### config.mk
export PLATFORM = sky130hd
export DESIGN_NAME = i2s_tdm_transmitter
export DESIGN_NICKNAME = d
export VERILOG_FILES = /design/src/rtl/i2s_defines.sv /design/src/rtl/i2s_clock_gen.sv /design/src/rtl/i2s_tdm_transmitter.sv
export SDC_FILE = /design/constraint.sdc
export NUM_CORES = 1
export LEC_CHECK = 0
export CAP_MARGIN = 10
export CELL_PAD_IN_SITES_DETAIL_PLACEMENT = 0
export CELL_PAD_IN_SITES_GLOBAL_PLACEMENT = 2
export CORE_ASPECT_RATIO = 0.7
export CORE_UTILIZATION = 33
export DETAILED_ROUTE_END_ITERATION = 8
export PLACE_DENSITY_LB_ADDON = 0.1
export SKIP_LAST_GASP = 1
export SYNTH_ARGS = -nofsm -noshare
export SYNTH_HDL_FRONTEND = slang
export SYNTH_HIERARCHICAL = 1
export SYNTH_SLANG_ARGS = --single-unit
### constraint.sdc
create_clock -name clk -period 3.5 [get_ports clk]
set_input_delay 0.35 -clock clk [delete_from_list [all_inputs] [get_ports clk]]
set_output_delay 0.35 -clock clk [all_outputs]
set_load 0.1 [all_outputs]
### src/rtl/i2s_defines.sv
// Shared constants and types for the I2S/TDM transmitter.
package i2s_defines;

  localparam int unsigned DEFAULT_DIV_WIDTH = 16;
  localparam int unsigned UCNT_WIDTH        = 16;

  typedef enum logic {
    MODE_I2S = 1'b0,
    MODE_LJ  = 1'b1
  } mode_e;

endpackage

### src/rtl/i2s_clock_gen.sv
// BCLK and MCLK dividers; each half period lasts div+1 clk cycles.
module i2s_clock_gen
  import i2s_defines::*;
#(
  parameter int unsigned DIV_WIDTH = DEFAULT_DIV_WIDTH
) (
  input  logic                 clk,
  input  logic                 rst,
  input  logic                 enable,
  input  logic [DIV_WIDTH-1:0] bclk_div,
  input  logic [DIV_WIDTH-1:0] mclk_div,
  output logic                 i2s_clock,
  output logic                 i2s_mclock,
  output logic                 bclk_fall_c
);

  logic [DIV_WIDTH-1:0] bclk_cnt;
  logic [DIV_WIDTH-1:0] mclk_cnt;
  logic                 bclk_tc_c;
  logic                 mclk_tc_c;

  // >= so a divider lowered below the running count still terminates at once
  assign bclk_tc_c   = (bclk_cnt >= bclk_div);
  assign mclk_tc_c   = (mclk_cnt >= mclk_div);
  assign bclk_fall_c = enable && bclk_tc_c && i2s_clock;

  always_ff @(posedge clk) begin
    if (rst || !enable) begin
      bclk_cnt   <= '0;
      mclk_cnt   <= '0;
      i2s_clock  <= 1'b0;
      i2s_mclock <= 1'b0;
    end else begin
      if (bclk_tc_c) begin
        bclk_cnt  <= '0;
        i2s_clock <= ~i2s_clock;
      end else begin
        bclk_cnt <= bclk_cnt + DIV_WIDTH'(1);
      end
      if (mclk_tc_c) begin
        mclk_cnt   <= '0;
        i2s_mclock <= ~i2s_mclock;
      end else begin
        mclk_cnt <= mclk_cnt + DIV_WIDTH'(1);
      end
    end
  end

endmodule

### src/rtl/i2s_tdm_transmitter.sv
// I2S / left-justified TDM transmitter: frame counter, holding and shift
// registers, I2S delay flop and underrun accounting.
module i2s_tdm_transmitter
  import i2s_defines::*;
#(
  parameter int unsigned SAMPLE_WIDTH = 24,
  parameter int unsigned SLOT_WIDTH   = 32,
  parameter int unsigned CHANNELS     = 2,
  parameter int unsigned DIV_WIDTH    = DEFAULT_DIV_WIDTH
) (
  input  logic                        clk,
  input  logic                        rst,
  input  logic                        enable,
  input  logic                        mode,
  input  logic [DIV_WIDTH-1:0]        bclk_div,
  input  logic [DIV_WIDTH-1:0]        mclk_div,
  input  logic [SAMPLE_WIDTH-1:0]     sample_data,
  input  logic                        sample_valid,
  output logic                        sample_ready,
  output logic [$clog2(CHANNELS)-1:0] sample_channel,
  output logic                        starved,
  output logic [UCNT_WIDTH-1:0]       underrun_count,
  output logic                        i2s_mclock,
  output logic                        i2s_clock,
  output logic                        i2s_lr,
  output logic                        i2s_data
);

  localparam int unsigned CH_W  = $clog2(CHANNELS);
  localparam int unsigned BIT_W = (SLOT_WIDTH > 1) ? $clog2(SLOT_WIDTH) : 1;
  localparam int unsigned PAD   = SLOT_WIDTH - SAMPLE_WIDTH;

  logic                    bclk_fall_c;
  logic                    running;
  logic [BIT_W-1:0]        bit_idx;
  logic [CH_W-1:0]         slot_idx;
  logic [SAMPLE_WIDTH-1:0] holding;
  logic                    holding_full;
  logic [SLOT_WIDTH-1:0]   shift;
  mode_e                   mode_q;

  logic [BIT_W-1:0]        bit_next_c;
  logic [CH_W-1:0]         slot_next_c;
  logic                    load_c;
  logic                    frame_start_c;
  logic                    accept_c;
  logic [SLOT_WIDTH-1:0]   shift_next_c;
  mode_e                   mode_now_c;
  logic [CH_W-1:0]         channel_next_c;

  i2s_clock_gen #(
    .DIV_WIDTH (DIV_WIDTH)
  ) u_clock_gen (
    .clk         (clk),
    .rst         (rst),
    .enable      (enable),
    .bclk_div    (bclk_div),
    .mclk_div    (mclk_div),
    .i2s_clock   (i2s_clock),
    .i2s_mclock  (i2s_mclock),
    .bclk_fall_c (bclk_fall_c)
  );

  assign sample_ready = enable && !rst && !holding_full;
  assign accept_c     = sample_valid && sample_ready;

  // Position the next fall strobe moves to; the first strobe after start-up is frame bit 0
  always_comb begin
    bit_next_c  = '0;
    slot_next_c = '0;
    if (running) begin
      if (bit_idx == BIT_W'(SLOT_WIDTH - 1)) begin
        bit_next_c  = '0;
        slot_next_c = (slot_idx == CH_W'(CHANNELS - 1)) ? '0 : slot_idx + CH_W'(1);
      end else begin
        bit_next_c  = bit_idx + BIT_W'(1);
        slot_next_c = slot_idx;
      end
    end
  end

  assign load_c        = bclk_fall_c && (bit_next_c == '0);
  assign frame_start_c = load_c && (slot_next_c == '0);
  assign mode_now_c    = frame_start_c ? mode_e'(mode) : mode_q;
  assign channel_next_c = (sample_channel == CH_W'(CHANNELS - 1)) ? '0
                                                                 : sample_channel + CH_W'(1);

  always_comb begin
    shift_next_c = shift << 1;
    if (load_c) begin
      shift_next_c = holding_full ? (SLOT_WIDTH'(holding) << PAD) : '0;
    end
  end

  always_ff @(posedge clk) begin
    if (rst || !enable) begin
      running        <= 1'b0;
      bit_idx        <= '0;
      slot_idx       <= '0;
      holding        <= '0;
      holding_full   <= 1'b0;
      shift          <= '0;
      mode_q         <= MODE_I2S;
      sample_channel <= '0;
      starved        <= 1'b0;
      i2s_lr         <= 1'b0;
      i2s_data       <= 1'b0;
      if (rst) begin
        underrun_count <= '0;
      end
    end else begin
      if (accept_c) begin
        holding      <= sample_data;
        holding_full <= 1'b1;
      end
      if (bclk_fall_c) begin
        running  <= 1'b1;
        bit_idx  <= bit_next_c;
        slot_idx <= slot_next_c;
        shift    <= shift_next_c;
        mode_q   <= mode_now_c;
        // I2S replays the bit that was on the pin during the previous BCLK
        i2s_data <= (mode_now_c == MODE_LJ) ? shift_next_c[SLOT_WIDTH-1] : shift[SLOT_WIDTH-1];
        if (load_c) begin
          i2s_lr         <= (slot_next_c >= CH_W'(CHANNELS / 2));
          sample_channel <= channel_next_c;
          if (holding_full) begin
            holding_full <= 1'b0;
            starved      <= 1'b0;
          end else begin
            starved <= 1'b1;
            if (underrun_count != '1) begin
              underrun_count <= underrun_count + UCNT_WIDTH'(1);
            end
          end
        end
      end
    end
  end

endmodule

### Yosys cells after proc, flatten, opt, wreduce, memory -nomap -nowiden

Cells that the tools add are included.
Widths: inputs -> output; s select.

| word-level totals | value |
|---|---|
| logic and storage cells | 72 |
| latch bits | 0 |
| output and inout port bits | 23 |
| memories | 0 |
| bits in registers | 119 |
| memory bits (read-only) | 0 |
| bits in writable memories | 0 |

| cells by class | value |
|---|---|
| equality and inequality tests | 4 |
| add/sub/neg operators | 6 |
| muxes and demuxes | 21 |
| $lt $le $gt $ge | 3 |
| divide/modulo/power cells | 0 |
| reduce and logical (&&, ||, !) cells | 19 |
| shift operators | 0 |
| bitwise logic cells | 3 |
| $mul | 0 |

Operators with widths:

| cell | count |
|---|---|
| $mux 16 | 6 |
| $mux 32 | 2 |
| $add 16x1->16 const B | 3 |
| $ge 16x16->1 | 2 |
| $ne 16x16->1 const B | 1 |
| $mux 1 | 11 |
| $mux 5 | 2 |
| $logic_and 1x1->1 | 7 |
| $reduce_bool 2->1 | 3 |
| $add 5x1->5 const B | 1 |
| $eq 5x5->1 const B | 1 |
| $logic_not 5->1 | 1 |
| $reduce_and 5->1 | 1 |
| $reduce_or 2->1 | 2 |
| $logic_not 1->1 | 3 |
| $not 1->1 | 3 |
| $add 1x1->1 const B | 2 |
| $ne 2x1->1 const B | 1 |
| $ne 2x2->1 const B | 1 |
| $reduce_and 2->1 | 1 |
| $ge 1x1->1 const B | 1 |
| $logic_or 1x1->1 | 1 |

### Longest topological paths before layout

Gate-level depths: netlist (run 1).

| logic depth | value |
|---|---|
| depth in word-level cells | 8 |
| depth in mapped cells | 12 |

### Hierarchy

The synthesis (run 1) kept the hierarchy.

By module, submodules not included:

| module | area an instance (sq um) | instances | cells an instance | seq. area each (sq um) |
|---|---|---|---|---|
| i2s_tdm_transmitter | 3,535.9 | 1 | 386 | 1,701.6 |
| i2s_clock_gen | 2,267.2 | 1 | 263 | 680.7 |

### Worst setup path before layout (run 1)

No wires, ideal clock.

| timing path | value |
|---|---|
| kind | reg2reg |
| start | reg u_clock_gen.bclk_cnt[0] |
| end | reg underrun_count[0] (enable) |
| clock period less this slack | 3,163 ps |
| setup slack | 337 ps |
| buffers on the path | 1 |
| arrival | 2,846 ps |
| cell stages (with the launch flop) | 12 |
| cells stage by stage | dfxtp_1 inv_1 ha_1 nand2b_1 a2111o_1 a311oi_4 a21oi_1 nor2b_1 a31oi_1 a21oi_2 buf_2 a41o_1 |

| between the ends | value |
|---|---|
| word-level cells in the longest chain between the ends | 6 |
| elaborated cells on any way between the ends | 7 |
| those cells by class | 1 x order compare; 6 x reduce/logical |

Ends and longest elaborated chain:

| item | line | source |
|---|---|---|
| start: declaration | i2s_clock_gen.sv:17 | `logic [DIV_WIDTH-1:0] bclk_cnt;` |
| start signal: assignment | i2s_clock_gen.sv:38 | `bclk_cnt <= bclk_cnt + DIV_WIDTH'(1);` |
| $ge 16x16->1 (*) | i2s_clock_gen.sv:23 | `assign bclk_tc_c = (bclk_cnt >= bclk_div);` |
| $logic_and 1x1->1 (*) (2 in series) | i2s_clock_gen.sv:25 | `assign bclk_fall_c = enable && bclk_tc_c && i2s_clock;` |
| named net bclk_fall_c | i2s_tdm_transmitter.sv:33 | `logic bclk_fall_c;` |
| $logic_and 1x1->1 | i2s_tdm_transmitter.sv:82 | `assign load_c = bclk_fall_c && (bit_next_c == '0);` |
| $reduce_bool 2->1 (no source line) | - |  |
| $reduce_and 5->1 (no source line) (*) | - |  |
| end signal: assignment | i2s_tdm_transmitter.sv:133 | `underrun_count <= underrun_count + UCNT_WIDTH'(1);` |
| end: declaration | i2s_tdm_transmitter.sv:22 | `output logic [UCNT_WIDTH-1:0] underrun_count,` |

The timed path passes the listed nets; every way through them passes the cells marked *.
A chain may end at the register's enable or synchronous reset.

### Final worst setup path (run 1)

| timing path | value |
|---|---|
| start | reg u_clock_gen.bclk_cnt[0] |
| end | reg shift[20] |

| between the ends | value |
|---|---|
| word-level cells in the longest chain between the ends | 5 |

Ends and longest elaborated chain:

| item | line | source |
|---|---|---|
| $ge 16x16->1 (*) | i2s_clock_gen.sv:23 |  |
| $logic_and 1x1->1 (*) (2 in series) | i2s_clock_gen.sv:25 |  |
| named net bclk_fall_c | i2s_tdm_transmitter.sv:33 |  |
| $logic_and 1x1->1 | i2s_tdm_transmitter.sv:82 |  |
| $mux 32 | i2s_tdm_transmitter.sv:90 | `if (load_c) begin` |
| end signal: assignment | i2s_tdm_transmitter.sv:120 | `shift <= shift_next_c;` |
| end: declaration | i2s_tdm_transmitter.sv:39 | `logic [SLOT_WIDTH-1:0] shift;` |

Marks and branches as above.

==> results of run 1 <==
worst max-delay path: cells and delay by family (launching register included):
kind	cells	cell delay, ns
AO/OA/AOI/OAI	6	1.61
AND/OR/NAND/NOR	3	0.48
flip-flops	1	0.42
buffers and inverters	2	0.26
adder cells (fa/ha/maj)	1	0.26
placed cells by master, fill, tap and decap left out, types with 2 or more instances in the layout:
| cell | instances |
|---|---|
| a2111o_1 | 2 |
| a211oi_1 | 3 |
| a21oi_1 | 18 |
| a21oi_4 | 2 |
| a311oi_1 | 2 |
| a311oi_2 | 20 |
| and2_1 | 4 |
| and3_1 | 5 |
| and4_1 | 6 |
| buf_12 | 2 |
| buf_4 | 12 |
| clkbuf_16 | 10 |
| clkdlybuf4s50_1 | 82 |
| clkinv_4 | 2 |
| dfxtp_1 | 95 |
| edfxtp_1 | 16 |
| ha_1 | 37 |
| inv_1 | 39 |
| mux2i_1 | 7 |
| nand2_1 | 68 |
| nand2b_1 | 25 |
| nand3_1 | 49 |
| nand4_1 | 17 |
| nor2_1 | 81 |
| nor2_2 | 2 |
| nor2_4 | 8 |
| nor2b_1 | 2 |
| nor3_1 | 9 |
| nor3b_1 | 2 |
| o21a_1 | 3 |
| o21ai_0 | 31 |
| or3_1 | 3 |
| xnor2_1 | 16 |
| xor2_1 | 26 |
cell type report:
| cell class | count | share of cell area, % |
|---|---|---|
| Multi-Input combinational cell | 469 | 43.8 |
| Clock inverter | 5 | 0.536 |
| Clock buffer | 11 | 3.51 |
| Inverter | 39 | 2.02 |
| Tap cell | 231 | 4.00 |
| Timing Repair Buffer | 96 | 13.2 |
| Sequential cell | 111 | 32.9 |
worst max path at each step:
stage | start | endpoint | slack (ns)
detailed placement | bclk_div[0] | i2s_data | 0.02
floorplan | u_clock_gen/bclk_cnt[0] | underrun_count[0] | 0.34
finish | u_clock_gen/bclk_cnt[0] | shift[20] | 0.38
CTS | u_clock_gen/bclk_cnt[0] | i2s_data | 0.27
global placement | bclk_div[0] | shift[20] | 0.06
global route | u_clock_gen/bclk_cnt[0] | i2s_data | 0.10
logic make-up after synthesis:
kind of cell,after synthesis,synth area share (%)
DFF,111,41.1
and+or+nand+nor,288,24.7
muxes,9,1.79
AOI/OAI and AO/OA,93,13.3
adders and majority gates,37,7.98
xor gates and xnor gates,42,6.34
buffers and inverters,69,4.85
stage by stage:
step                      hold slack (ns)  power [mW]  instances
after CTS                           0.464        2.68        962
after global placement              0.448        1.64        946
after floorplan                     0.426        1.53        649
final                               0.458        2.63        962
after detailed placement            0.454        1.65        946
after global routing                0.476        2.75        962
report_power, final:
part	internal, mW	switching (mW)	total (mW)
combinational	0.113	0.164	0.278
sequential	1.32	0.0208	1.34
clock	0.531	0.485	1.02
total	1.96	0.670	2.63
sequential cells by signal, indices dropped and copies added, names as in the netlist:
signal / flops
running: 1
sample_channel: 1
shift: 24
u_clock_gen/i2s_mclock: 1
holding_full: 1
mode_q: 1
u_clock_gen/bclk_cnt: 16
slot_idx: 1
holding: 24
u_clock_gen/i2s_clock: 1
i2s_lr: 1
i2s_data: 1
bit_idx: 5
u_clock_gen/mclk_cnt: 16
underrun_count: 16
starved: 1
layer usage:
| metal | GRT usage, % | share of wire (%) |
|---|---|---|
| met4 | 4.19 | 1.0 |
| met5 | 0 | 0 |
| met1 | 22.0 | 55 |
| met2 | 22.7 | 41 |
| met3 | 3.26 | 2.9 |
==> out/summary.txt, run 1 <==
Fin util: 42.1%
WL/cell: 13.4 um
Root Buffer: clkbuf_16
Syn Area/Cell: 8.94 sq um
Crit Reg-Reg Startpoint: u_clock_gen/bclk_cnt[0]
Hold Path Class: flop to flop
Worst setup path class: flop to flop
Hold Crit Endpoint: holding[22]
Port buffer count: 83
DP HPWL: 9290 um
Required time of the critical path: 3.77 ns
Vias: 4586
Critical path arrival: 3.39 ns
Worst-path cell chain: inv_1, ha_1, nand2b_1, a2111o_1, a311oi_4, a21oi_4, nor2b_1, a31oi_2, a21oi_4, buf_12, nand2b_1, a311oi_2
Initial core utilization: 33.8%
Row count: 40
Synth top area share: 32.8%
Reg2reg setup slack: 0.38 ns
Total Routing Usage GR: 15.2%
Synth Flop Type: dfxtp_1
Post-CTS sizing: 0
Relative slew slack: 32.5%
Worst-margin pin slew: 1.01 ns
Initial antenna violation count: 0
Startpoint Class: flop
R2R depth: 12
Critical path fanouts, max: 49
Core ar.: 17200 sq um
DP Worst Slack: 0.0154 ns
Multi-input logic area: 3170 sq um
Cells after Synth: 649
Leakage: 2.51 nW
Max incr delay on CP: 0.46 ns
Unique masters post-synth: 51
Total CTS buffers: 9
Fill cell count: 1704
Grt ovf: 0
TritonRoute pass-1 iters: 4
Post-synth EDFFs: 16
Mapped Area: 5800 sq um
Die Footprint: 18100 sq um
Post-Route WL: 12900 um
Final ANT Viol Nets: 0
Run status: finished, final reports clean
Area contributors post-synth: dfxtp_1 (33%), edfxtp_1 (8.3%), ha_1 (8.0%)
CTS Buffer Depth: 2
Io pins: 84
Final instance area: 7230 sq um
DP Area: 6930 sq um
CTS tree: yes
Final setup viols: 0
Worst-Skew Late Latency: 0.35 ns
Hold_buf cts: 0
Register area: 2380 sq um
Hold depth: 2
Count leader, synth: dfxtp_1
Leading area contributor after synthesis: dfxtp_1
Drt drc: 0
H-tree depth: 3
Nets: 824
Slew Limit Fails: 0
Reg2Reg Capture Point: shift[20]
Ant. Diodes: 0
RSZ-0062 raised after global routing: false
Clock-pin slew on the worst setup and hold paths: 0.08 ns
Sink Count: 111
Worst path slowest cell: a2111o_1
Global placement routability congestion: 0.759
Initial drt markers: 160
Die height: 113 um
Register area share after synthesis: 41.1%
Final WS setup: 0.378 ns
Number of global-route vias before repair: 4561
Period minus WS final: 3.12 ns
First-pass GRT wire length: 22400 um
Asr flop ratio synth: 0%
Final Skew: 0.0100 ns
Final period util: 89.2%
Post-CTS Setup Repair Bufs: 0
Largest net degree at the start of global routing: 51
CP endpoint kind: flop
Synthesized flop and latch total: 111
Peak VDD IR: 0.223 mV
P&R area growth vs syn: 24.6%
Post-synth net total: 747
F_max: 320 MHz
Top post-synthesis cells by count: dfxtp_1 (95), nor2_1 (81), nand2_1 (68)
Layout cell share with drive strength beyond 1: 9.58%
DIE WIDTH: 160 um
MaxCap Viol Count: 0
Synthesis warning total: 6
PwrDens: 364 nW/um^2
Setup_tns: 0 ns
Final hold violations: 0
Worst Min Path Start: holding[22]
DR vias/cell: 4.77
Power figures use the tool's default switching activity.
==> run 2, diff against run 1 <==
Settings changed: CORE_UTILIZATION 33 to 36, SLEW_MARGIN from default to 20.
Clock period 3.5 ns to 4 ns, I/O delays scaled along.
==> run 2 against run 1 <==
Against the previous run:
- design area shrank 1.2%
- sequential share of layout area is 0.41 points higher
- setup slack better by 0.20 ns
- utilization increased by 3.5 points
- die area is 8.2% lower
- via count shrank 2.5%
- combinational power shrank 14%
==> out/summary.txt, run 2 (same netlist as run 1, synthesis figures left out) <==
Worst-Skew Late Latency: 0.35 ns (about the same)
Core ar.: 15600 sq um (-8.9%)
Leakage: 2.49 nW (-0.70%)
First-pass GRT wire length: 21400 um (-4.1%)
Critical path fanouts, max: 16 (-67%)
Row count: 38 (-5.0%)
Post-Route WL: 12600 um (-2.4%)
Die Footprint: 16600 sq um (-8.2%)
Worst-path cell chain: clkdlybuf4s50_1, inv_1, ha_1, nand4_1, nor3_1, a311oi_4, a21oi_4, nor2b_1, a31oi_1, a21oi_4, a41o_1
RSZ-0062 raised after global routing: false
DP Area: 6850 sq um (-1.2%)
F_max: 292 MHz
Most frequent cells in the layout: dfxtp_1 (95), clkdlybuf4s50_1 (82), nor2_1 (81)
Drt drc: 0 (unchanged)
Startpoint Class: input port
Layout cell share with drive strength beyond 1: 9.20% (-0.37 points)
Critical path arrival: 3.40 ns (about the same)
Final setup viols: 0 (unchanged)
Commonest non-fill, non-tap cell in the layout: dfxtp_1
Clock-pin slew on the worst setup and hold paths: 0.08 ns (about the same)
Relative slew slack: 33.1% (+0.59 points)
P&R area growth vs syn: 23.1%
Largest net degree at the start of global routing: 51 (unchanged)
Sink Count: 111 (unchanged)
Final Non-Filler Cells: 928 (-3.5%)
Hold Path Class: flop to flop
GRT busiest layer: met2
PwrDens: 322 nW/um^2 (-11%)
Setup_tns: 0 ns (unchanged)
Final Skew: 0.0121 ns (+0.00206 ns)
DIE WIDTH: 154 um (-4.2%)
CP endpoint kind: flop
Post-CTS Setup Repair Bufs: 0 (unchanged)
Placed insts: 912 (-3.6%)
Slew Limit Fails: 0 (unchanged)
Vias: 4470 (-2.5%)
Hold WS: 0.460 ns (+0.00227 ns)
Post-CTS sizing: 0 (unchanged)
DP Worst Slack: 0.181 ns (+0.166 ns)
Die height: 108 um (-4.2%)
Hold_buf cts: 0 (unchanged)
Final ANT Viol Nets: 0 (unchanged)
Worst-margin pin slew: 1.00 ns (-0.00886 ns)
Fin util: 45.7% (+3.5 points)
Initial core utilization: 37.1% (+3.3 points)
Required time of the critical path: 3.98 ns (+0.21 ns)
Total CTS buffers: 9 (unchanged)
Run status: finished, final reports clean
CTS tree: yes
Final WS setup: 0.575 ns (+0.197 ns)
DP HPWL: 8940 um (-3.8%)
MaxCap Viol Count: 0 (unchanged)
CTS Buffer Depth: 2 (unchanged)
Io pins: 84 (unchanged)
Worst setup path class: input port to flop
Nets: 821 (-0.36%)
Fill cell count: 1521 (-11%)
Global placement routability congestion: 0.752 (-1.0%)
M1 GR Usage: 23.1% (+1.1 points)
Ant. Diodes: 0 (unchanged)
Final instance area: 7140 sq um (-1.2%)
CP most frequent cell: a21oi_4
M3 GR Usage: 3.49% (+0.22 points)
Grt ovf: 0 (unchanged)
Root Buffer: clkbuf_16
Number of global-route vias before repair: 4321 (-5.3%)
Max incr delay on CP: 0.65 ns (+0.19 ns)
Initial drt markers: 206 (+29%)
Final hold violations: 0 (unchanged)
H-tree depth: 3 (unchanged)
Peak VDD IR: 0.173 mV (-22%)
WL/cell: 13.6 um (+1.2%)
Final period util: 85.6%
Worst path slowest cell: a41o_1
Total Routing Usage GR: 16.0% (+0.78 points)
TritonRoute pass-1 iters: 4 (unchanged)
Port buffer count: 83 (unchanged)
Period minus WS final: 3.42 ns
DR vias/cell: 4.82 (+1.0%)
Top Registers: holding (24), shift (24)
Overall power: 2.30 mW (-13%)
Initial antenna violation count: 1 (+1)
GR Util met2: 24.4% (+1.7 points)
run 2: worst max-delay path: cells and delay by family:
kind            cells  cell delay (ns)
simple gates        3             0.71
fa+ha+maj           1             0.30
compound gates      5             1.48
buf+inv             2             0.49
run 2: per-layer routing:
| metal | share of wire, % | routed length [um] |
|---|---|---|
| met3 | 3.2 | 405 |
| met5 | 0 | 0 |
| met2 | 41 | 5170 |
| met1 | 55 | 6940 |
| met4 | 0.54 | 68 |
run 2: area by class of cell:
type	instances	area, sq um	share of cell area, %
multi-input cells	469	3160	44.3
flip-flops and latches	111	2380	33.4
repair buffers	93	903	12.6
well taps	200	250	3.50
clock buffers	9	225	3.15
inverters	39	146	2.05
clock inverters	7	71.3	0.999
run 2: worst paths after layout:
kind / cells past startpoint / from / slack (ns) / to
worst min-delay path: 2 / holding[3] / 0.46 / holding[3]
worst max register to register: 12 / u_clock_gen/bclk_cnt[0] / 0.61 / i2s_data
worst max-delay path: 11 / bclk_div[11] / 0.58 / underrun_count[5]
worst min register to register: 2 / holding[3] / 0.46 / holding[3]
run 2: power by group:
group	switching, mW	internal (mW)	total (mW)
clock network	0.448	0.444	0.892
registers	0.0177	1.15	1.17
logic	0.143	0.0964	0.240
total	0.610	1.69	2.30
==> run 3, diff against run 2 <==
Settings changed: SLEW_MARGIN 20 to 25.
==> results of run 3 <==
Same layout as run 2: the final DEF is identical, and so are final timing and power.
